`src/rtl/text_pixel_gen.sv`:
```
// Text-mode pixel generator: latches VRAM character and attribute bytes on an
// 8-cycle phase schedule, fetches the font row and shifts out 8 coloured
// pixels per character cell onto a 6-bit RGB DAC.
module text_pixel_gen #(
  parameter int unsigned BLINK_BIT = 4
) (
  input  logic        clk,
  input  logic        nrst,
  input  logic        v_active_i,
  input  logic        h_begin_active_i,
  input  logic        h_end_active_i,
  input  logic [3:0]  v_count_i,
  input  logic        v_sync_i,
  input  logic [7:0]  vram_data_i,
  input  logic [7:0]  font_data_i,
  output logic [11:0] font_addr_o,
  output logic [1:0]  red_o,
  output logic [1:0]  green_o,
  output logic [1:0]  blue_o
);

  localparam int unsigned FrameW = BLINK_BIT + 1;

  logic              active_q, active_d;
  logic [2:0]        count_q, count_d;
  logic [7:0]        char_q, char_d;
  logic [7:0]        font_q, font_d;
  logic [7:0]        shift_q, shift_d;
  logic [3:0]        fg_q, fg_d;
  logic [2:0]        bg_q, bg_d;
  logic              blink_q, blink_d;
  logic [3:0]        pix_left_q, pix_left_d;
  logic [FrameW-1:0] frame_cnt_q, frame_cnt_d;
  logic              v_sync_q;
  logic [5:0]        rgb_q, rgb_d;

  logic load;
  logic pix_on;

  // Phase counter: starts at 2 so the char/attr latch points line up with
  // the readout stage's address schedule.
  always_comb begin
    active_d = active_q;
    count_d  = count_q;
    if (!active_q) begin
      if (h_begin_active_i && v_active_i) begin
        active_d = 1'b1;
        count_d  = 3'd2;
      end
    end else begin
      count_d = count_q + 3'd1;
      if (h_end_active_i) begin
        active_d = 1'b0;
      end
    end
  end

  assign load = active_q && (count_q == 3'd7);

  // Character/font latches and the pixel shifter; a load wins over a shift.
  always_comb begin
    char_d     = char_q;
    font_d     = font_q;
    shift_d    = shift_q;
    fg_d       = fg_q;
    bg_d       = bg_q;
    blink_d    = blink_q;
    pix_left_d = pix_left_q;
    if (active_q && (count_q == 3'd3)) begin
      char_d = vram_data_i;
    end
    if (active_q && (count_q == 3'd6)) begin
      font_d = font_data_i;
    end
    if (load) begin
      shift_d    = font_q;
      fg_d       = vram_data_i[3:0];
      bg_d       = vram_data_i[6:4];
      blink_d    = vram_data_i[7];
      pix_left_d = 4'd8;
    end else if (pix_left_q != 4'd0) begin
      shift_d    = {shift_q[6:0], 1'b0};
      pix_left_d = pix_left_q - 4'd1;
    end
  end

  // Frame counter advances on each rising edge of vertical sync.
  always_comb begin
    frame_cnt_d = frame_cnt_q;
    if (v_sync_i && !v_sync_q) begin
      frame_cnt_d = frame_cnt_q + FrameW'(1);
    end
  end

  assign pix_on = shift_q[7] & ~(blink_q & frame_cnt_q[BLINK_BIT]);

  // Colour select: foreground carries intensity into each channel LSB,
  // background is always low intensity; blank once the shifter is empty.
  always_comb begin
    rgb_d = 6'd0;
    if (pix_left_q != 4'd0) begin
      if (pix_on) begin
        rgb_d = {fg_q[2], fg_q[3], fg_q[1], fg_q[3], fg_q[0], fg_q[3]};
      end else begin
        rgb_d = {bg_q[2], 1'b0, bg_q[1], 1'b0, bg_q[0], 1'b0};
      end
    end
  end

  // State registers with synchronous active-low reset.
  always_ff @(posedge clk) begin
    if (!nrst) begin
      active_q    <= 1'b0;
      count_q     <= 3'd0;
      char_q      <= 8'd0;
      font_q      <= 8'd0;
      shift_q     <= 8'd0;
      fg_q        <= 4'd0;
      bg_q        <= 3'd0;
      blink_q     <= 1'b0;
      pix_left_q  <= 4'd0;
      frame_cnt_q <= '0;
      v_sync_q    <= 1'b0;
      rgb_q       <= 6'd0;
    end else begin
      active_q    <= active_d;
      count_q     <= count_d;
      char_q      <= char_d;
      font_q      <= font_d;
      shift_q     <= shift_d;
      fg_q        <= fg_d;
      bg_q        <= bg_d;
      blink_q     <= blink_d;
      pix_left_q  <= pix_left_d;
      frame_cnt_q <= frame_cnt_d;
      v_sync_q    <= v_sync_i;
      rgb_q       <= rgb_d;
    end
  end

  assign font_addr_o = {char_q, v_count_i};
  assign red_o       = rgb_q[5:4];
  assign green_o     = rgb_q[3:2];
  assign blue_o      = rgb_q[1:0];

endmodule

```
`config.mk`:
```
export PLATFORM = sky130hd
export DESIGN_NAME = text_pixel_gen
export DESIGN_NICKNAME = d
export VERILOG_FILES = /design/src/rtl/text_pixel_gen.sv
export SDC_FILE = /design/constraint.sdc
export NUM_CORES = 1
export LEC_CHECK = 0
export CORE_ASPECT_RATIO = 0.7
export CORE_MARGIN = 2
export CORE_UTILIZATION = 27
export DETAILED_ROUTE_END_ITERATION = 10
export GPL_TIMING_DRIVEN = 0
export HOLD_SLACK_MARGIN = 0.03
export SYNTH_ARGS = -nofsm -noshare
export SYNTH_HDL_FRONTEND = slang
export SYNTH_SLANG_ARGS = --single-unit
```
`constraint.sdc`:
```
create_clock -name clk -period 2.1 [get_ports clk]
set_clock_uncertainty 0.15 [all_clocks]
set_input_delay 0.21 -clock clk [delete_from_list [all_inputs] [get_ports clk]]
set_output_delay 0.21 -clock clk [all_outputs]
set_load 0.02 [all_outputs]
```
**After elaboration in Yosys (flattened, before gate mapping)**

Index checks and enable logic that the tools add are counted.

- Input port bits: 26
- Word-level logic and storage cells: 46
- Flip-flop bits (word level): 50

- Mux-type cells: 10
- Reductions and logical operators: 12
- Bitwise operators: 4
- Add/subtract/negate cells: 3
- Equality and inequality tests: 3

Operators by type and width:

| operator | number |
|---|---|
| $mux W8 | 2 |
| $mux W4 | 2 |
| $eq A3 B3 Y1 const B | 2 |
| $mux W3 | 2 |
| $mux W6 | 1 |
| $add A5 B1 Y5 const B | 1 |
| $logic_and A1 B1 Y1 | 5 |
| $reduce_bool A2 Y1 | 2 |
| $reduce_bool A4 Y1 | 1 |
| $sub A4 B1 Y4 const B | 1 |
| $add A3 B1 Y3 const B | 1 |
| $eq A3 B2 Y1 const B | 1 |
| $mux W1 | 3 |
| $reduce_and A3 Y1 | 1 |
| $and A1 B1 Y1 | 2 |
| $not A1 Y1 | 2 |
| $reduce_and A2 Y1 | 1 |
| $reduce_or A2 Y1 | 1 |
| $logic_not A1 Y1 | 1 |

**Depth between registers and ports, before layout**

Gate-level depths: netlist of the first run.

- Depth after elaboration: 4
- Gate-level depth with buffers: 6
- Mapped depth without buffers: 5

**Least setup slack after synthesis of the first run**

No wires, ideal clock.

- Path kind: register to register
- Start: register count_q[0]
- End: register char_q[0]
- Stages on the path, launching flop included: 7
- Buffers on the path: 1
- Slack: 595 ps
- Arrival time: 1,232 ps
- Data required time: 1,828 ps
- Cells stage by stage: dfxtp_1 > ha_1 > ha_1 > clkbuf_1 > nand2_1 > nand2_1 > a21boi_0

- Longest elaborated chain between the ends: 2

Ends and longest elaborated chain:

| item | line | source |
|---|---|---|
| from (decl) | 25 | `logic [2:0] count_q, count_d;` |
| from (signal assigned) | 127 | `count_q <= count_d;` |
| $eq A3 B2 Y1 | 69 | `if (active_q && (count_q == 3'd3)) begin` |
| $logic_and A1 B1 Y1 | 69 |  |
| to (signal assigned) | 128 | `char_q <= char_d;` |
| to (decl) | 26 | `logic [7:0] char_q, char_d;` |

Every way passes these cells.
A chain may end at the register's enable or synchronous reset.

**Worst setup path after layout of the first run**

- Start: register count_q[0]
- End: register char_q[5]

The elaborated chain is that of the path after synthesis.

==> results.tsv, run 1 <==
metric	value	unit
cts_tree	done	
cts-root-buf	clkbuf_8	
crit_path_cell_trace	ha_1 > ha_1 > clkbuf_1 > nand2_1 > nand2_1 > a21boi_0	
synth_top_area_share	47.25	%
slew_headroom	67.17	%
vias	1669	
p_sw	0.5870	mW
numCtsBuffers	5	
rsz0062_at_grt	no	
hpwlAfterDp	3387	µm
clockPowerShare	32.2	%
worstPathArrival	1880	ps
crit_slowest_cell	dfxtp_1	
layout_common_cells	50 x dfxtp_1, 49 x nand2_1, 38 x clkdlybuf4s50_1	
ctsHoldBuffers	0	
met3_usage	3.405	%
fin_cells	374	
crit_type	reg -> reg	
min_path_type	in -> reg	
setup_viol	0	
antenna_found_initial	0	
finalSetupTns	0	ps
pwr-share-comb	20.5	%
grt_util_all_layers	11.50	%
layout_commonest_cell	dfxtp_1	
cpLargestDelayFamily	simple AND/OR/NAND/NOR gates	
clock-sinks	50	
clk_path_buf_depth	2	
worstReg2RegStart	count_q[0]$_SDFFE_PN0P_	
finalHoldViolCount	0	
power.total	2.172	mW
ys_ff_latch	50	
area_delta_synth_final	29.06	%
netlist_instances	231	
ys_top_cells_by_area	dfxtp_1 47%, nand2_1 8.7%, mux2i_1 8.0%	
ff2ff_path_depth	6	
hold_end	frame_cnt_q[4]$_SDFFE_PN0P_	
antenna_cells	0	
postRouteAntennaNets	0	
fp-row-count	26	
dieArea	8581	µm²
routedWlPerCell	12.13	µm
worst_pin_slew	491.3	ps
p_int	1.585	mW
cts-htree-levels	2	
period_share	87.22	%
leakagePower	1.026	nW
wl	4536	µm
syn_area	2118	µm²
sw_frac_of_total	27.03	%
yosys.area.top_type	dfxtp_1	
remaining_drc_errors	0	
clkSlewWorstSetupHoldPaths	90	ps
drive_gt1_share	8.333	%
initial_core_util	28.43	%
place_inst	367	
cp_slowest_stage_delay	380	ps
fmaxAchievable	546.0	MHz
viasPerCell	4.463	
seqPwrFrac	47.4	%
die_height	78.11	µm
ys_warn_count	0	
final_util	36.70	%
busiest_layer	met1	
hp-start	nrst	
yosysSeqAreaShare	47.25	%
use_met2	15.52	%
regToRegSetupSlack	270	ps
period_minus_slack	1832	ps
use_met1	16.77	%
io_buffers	38	
endpoint_kind	flip-flop	
status	finished clean	
dr.pass1.iters	4	
grt_overflow_total	0	
cp_max_fo	9	
powerDensity	794.4	nW/µm²
finalWeightedCongestion	0.7199	
cp.required	2140	ps
num-nets-final	309	
drv_slew	0	
clk_latency	310	ps
hold_depth	3	
worstReg2RegEnd	char_q[5]$_SDFFE_PN0P_	
post_cts_resized	0	
cts_setup_buffers	0	
grt_max_degree	15	
die_w	109.9	µm
ir_worst_vdd	0.0003126	V
synth.distinct_cells	28	
maxCapViolCount	0	
grt_pass1_wl	7590	µm
avgSynthCellArea	9.170	µm²
syn-num-nets	264	
start_kind	flip-flop	
ioPinCount	44	
grt_pass1_vias	1581	
design.core.area	7450	µm²
drt-initial-drc-count	64	
path_buf_inv	1	
[final cells by class]
| type | instances | area, µm² |
|---|---|---|
| Fill cell | 789 | 4716 |
| Sequential cell | 50 | 1001 |
| Multi-Input combinational cell | 159 | 997.2 |
| Timing Repair Buffer | 38 | 380.4 |
| Tap cell | 98 | 122.6 |
| Buffer | 18 | 105.1 |
| Clock buffer | 6 | 82.58 |
| Clock inverter | 1 | 30.03 |
| Inverter | 4 | 15.01 |
[logic make-up after synthesis]
kind of cell / share of synthesized area [%]
mux: 8.033
compound gates: 11.87
fa+ha+maj: 4.134
flops: 47.25
simple gates: 21.38
buf+inv: 5.670
xor+xnor: 1.654
[layer usage]
metal	wire, µm	share of wire [%]
met4	53	1.2
met5	0	0
met3	301	6.6
met1	2437	54
met2	1744	38
[worst register-to-register path: cells and delay by family, from the launching register on]
family          cells  cell delay, ps
flops               1             380
simple gates        2             430
buf+inv             1             330
fa+ha+maj           2             340
compound gates      1              80
[metrics by stage]
step | hold slack, ps | cell area [µm²] | setup slack [ps]
detailed placement | 287.1 | 2621 | 261.0
global placement | 284.6 | 2621 | 307.7
finish | 107.5 | 2734 | 268.4
global route | 140.0 | 2734 | 27.09
floorplan | 181.7 | 2118 | 595.3
CTS | 102.0 | 2734 | 254.0
[power by group through the flow]
stage          clock (mW)  sequential, mW  combinational, mW
6_report            0.698            1.03              0.445
5_1_grt             0.754            1.04              0.508
3_3_place_gp            0            1.05              0.439
3_5_place_dp            0            1.05              0.453
2_1_floorplan           0            1.04              0.326
4_1_cts             0.717            1.03              0.454
[flip-flops by register name, indices dropped and copies added (netlist names)]
| register | cells |
|---|---|
| char_q | 8 |
| pix_left_q | 4 |
| shift_q | 8 |
| font_q | 8 |
| bg_q | 3 |
| rgb_q | 4 |
| frame_cnt_q | 5 |
| blink_q | 1 |
| v_sync_q | 1 |
| fg_q | 4 |
| count_q | 3 |
| active_q | 1 |
[worst max-delay path by stage]
stage | start | end | slack [ps] | cells after the start
after floorplan | count_q[0]$_SDFFE_PN0P_ | char_q[0]$_SDFFE_PN0P_ | 600 | 6
after global placement | count_q[0]$_SDFFE_PN0P_ | char_q[6]$_SDFFE_PN0P_ | 310 | 6
after detailed placement | count_q[0]$_SDFFE_PN0P_ | char_q[4]$_SDFFE_PN0P_ | 260 | 6
after CTS | count_q[0]$_SDFFE_PN0P_ | char_q[4]$_SDFFE_PN0P_ | 250 | 6
after global routing | count_q[0]$_SDFFE_PN0P_ | char_q[0]$_SDFFE_PN0P_ | 30 | 6
final | count_q[0]$_SDFFE_PN0P_ | char_q[5]$_SDFFE_PN0P_ | 270 | 6
[cell usage after synthesis, drive strengths merged]
cell type and number:
nand2b 3, nand3b 2, xor2 1, xnor2 3, mux2i 17, nor3b 1
nor3 2, nand4 2, and2 5, nor2b 11, a211oi 1, a21boi 20
nor2 8, ha 7, or3b 1, a31oi 7, o21ai 7, nand3 10
a21oi 2, clkbuf 5, nand2 49, dfxtp 50, buf 13, inv 4
(Power assumes the default switching activity.)
==> run 2, diff against run 1 <==
--- a/config.mk
+++ b/config.mk
@@ -9,8 +9,9 @@
 export CORE_MARGIN = 2
 export CORE_UTILIZATION = 27
 export DETAILED_ROUTE_END_ITERATION = 10
-export GPL_TIMING_DRIVEN = 0
+export GPL_TIMING_DRIVEN = 1
 export HOLD_SLACK_MARGIN = 0.03
+export SKIP_LAST_GASP = 1
 export SYNTH_ARGS = -nofsm -noshare
 export SYNTH_HDL_FRONTEND = slang
 export SYNTH_SLANG_ARGS = --single-unit
==> constraint.sdc (replaced) <==
create_clock -name clk -period 1.6 [get_ports clk]
set_clock_uncertainty 0.15 [all_clocks]
set_input_delay 0.16 -clock clk [delete_from_list [all_inputs] [get_ports clk]]
set_output_delay 0.16 -clock clk [all_outputs]
set_load 0.02 [all_outputs]
==> results.tsv, run 2 (synthesized netlist as in run 1, its figures left out) <==
metric	value	unit
crit_slowest_cell	clkdlybuf4s50_1	
drive_gt1_share	9.398	%
slew_headroom	68.10	%
grt_overflow_total	0	
routedWlPerCell	11.03	µm
grt_max_degree	48	
cp_max_fo	2	
cts_setup_buffers	0	
wl	4016	µm
start_kind	flip-flop	
clk_latency	300	ps
period_minus_slack	1543	ps
postRouteAntennaNets	0	
cp_slowest_stage_delay	600	ps
ctsHoldBuffers	0	
status	finished clean	
cp.required	1290	ps
final_util	36.28	%
ioPinCount	44	
initial_core_util	28.43	%
vias	1604	
dr.pass1.iters	4	
clk_path_buf_depth	2	
cts-root-buf	clkbuf_8	
use_met1	13.82	%
top_regs	char_q x8, font_q x8, shift_q x8	
finalWeightedCongestion	0.6980	
placed_cell_area	2586	µm²
fin_cells	364	
cpLargestDelayFamily	buffers and inverters	
die_w	109.9	µm
antenna_cells	0	
layout_common_cells	50 x dfxtp_1, 47 x nand2_1, 26 x clkdlybuf4s50_1	
viasPerCell	4.407	
worst_pin_slew	477.5	ps
antenna_found_initial	0	
worstPathArrival	1230	ps
drv_slew	0	
path_buf_inv	1	
area_delta_synth_final	27.58	%
ir_worst_vdd	0.0004253	V
fin_area	2703	µm²
clock-sinks	50	
power.total	2.748	mW
setup_viol	0	
die_height	78.11	µm
rsz0062_at_grt	no	
min_path_type	in -> out	
fp-row-count	26	
endpoint_kind	output pin	
dieArea	8581	µm²
cts-htree-levels	2	
finalHoldViolCount	0	
design.core.area	7450	µm²
cts_tree	done	
num-nets-final	298	
busiest_layer	met1	
period_share	96.47	%
grt_pass1_vias	1479	
grt_util_all_layers	9.998	%
remaining_drc_errors	0	
numCtsBuffers	5	
powerDensity	1017	nW/µm²
hpwlAfterDp	2909	µm
met3_usage	3.322	%
crit_path_cell_trace	clkdlybuf4s50_1	
maxCapViolCount	0	
layout_commonest_cell	dfxtp_1	
fmaxAchievable	647.9	MHz
io_buffers	35	
place_inst	356	
drt-initial-drc-count	80	
grt_pass1_wl	6644	µm
leakagePower	1.126	nW
use_met2	13.74	%
clkSlewWorstSetupHoldPaths	90	ps
crit_type	reg -> out	
## run 2: changes by cell type in the layout (fill, tap and decap cells not counted), moves of 3 or more
| cell | previous run | this run |
|---|---|---|
| dlymetal6s2s_1 | 0 | 6 |
| dlygate4sd2_1 | 0 | 3 |
| buf_2 | 6 | 0 |
| clkdlybuf4s50_1 | 38 | 26 |
| clkbuf_1 | 5 | 1 |
## run 2: stage by stage
step	hold slack [ps]	setup WS (ps)	TNS [ps]
floorplan	131.7	95.28	0
finish	170.0	56.50	0
global placement	170.1	30.46	0
CTS	170.1	28.27	0
detailed placement	170.1	-15.99	-15.99
global route	170.1	4.593	0
## run 2: layout make-up
type                       instances  area [µm²]
multi-input combinational        159        1011
inverter                           4       15.01
timing repair buffer              45       461.7
tap                               98       122.6
clock buffer                       7       86.33
fill                             787        4747
clock inverter                     1       5.005
sequential                        50        1001
## run 2: report_power, final
| group | leakage [nW] | switching (mW) | internal (mW) |
|---|---|---|---|
| registers | 0.405 | 0.0516 | 1.30 |
| clock network | 0.0482 | 0.402 | 0.350 |
| logic | 0.673 | 0.303 | 0.344 |
| total | 1.13 | 0.756 | 1.99 |
## run 2: worst paths after layout
check | startpoint | endpoint | slack [ps] | cells after the start
worst min register to register | fg_q[3]$_SDFFE_PN0P_ | rgb_q[0]$_SDFF_PN0_ | 310 | 2
worst max register to register | count_q[1]$_SDFFE_PN0P_ | pix_left_q[1]$_SDFFE_PP0P_ | 90 | 6
worst min-delay path | v_count_i[1] | font_addr_o[1] | 170 | 0
worst max-delay path | char_q[1]$_SDFFE_PN0P_ | font_addr_o[5] | 60 | 1
## run 2: layer usage
metal,vias to the layer above,wire length [µm]
li1,833,-
met1,729,2128
met2,35,1587
met3,7,249
met4,0,50
met5,-,0
## run 2: timing repair
action	4_1_cts	5_1_grt
hold endpoints to repair	0	0
pin swaps	0	0
setup endpoints to repair	7	23
gates resized for setup	4	12
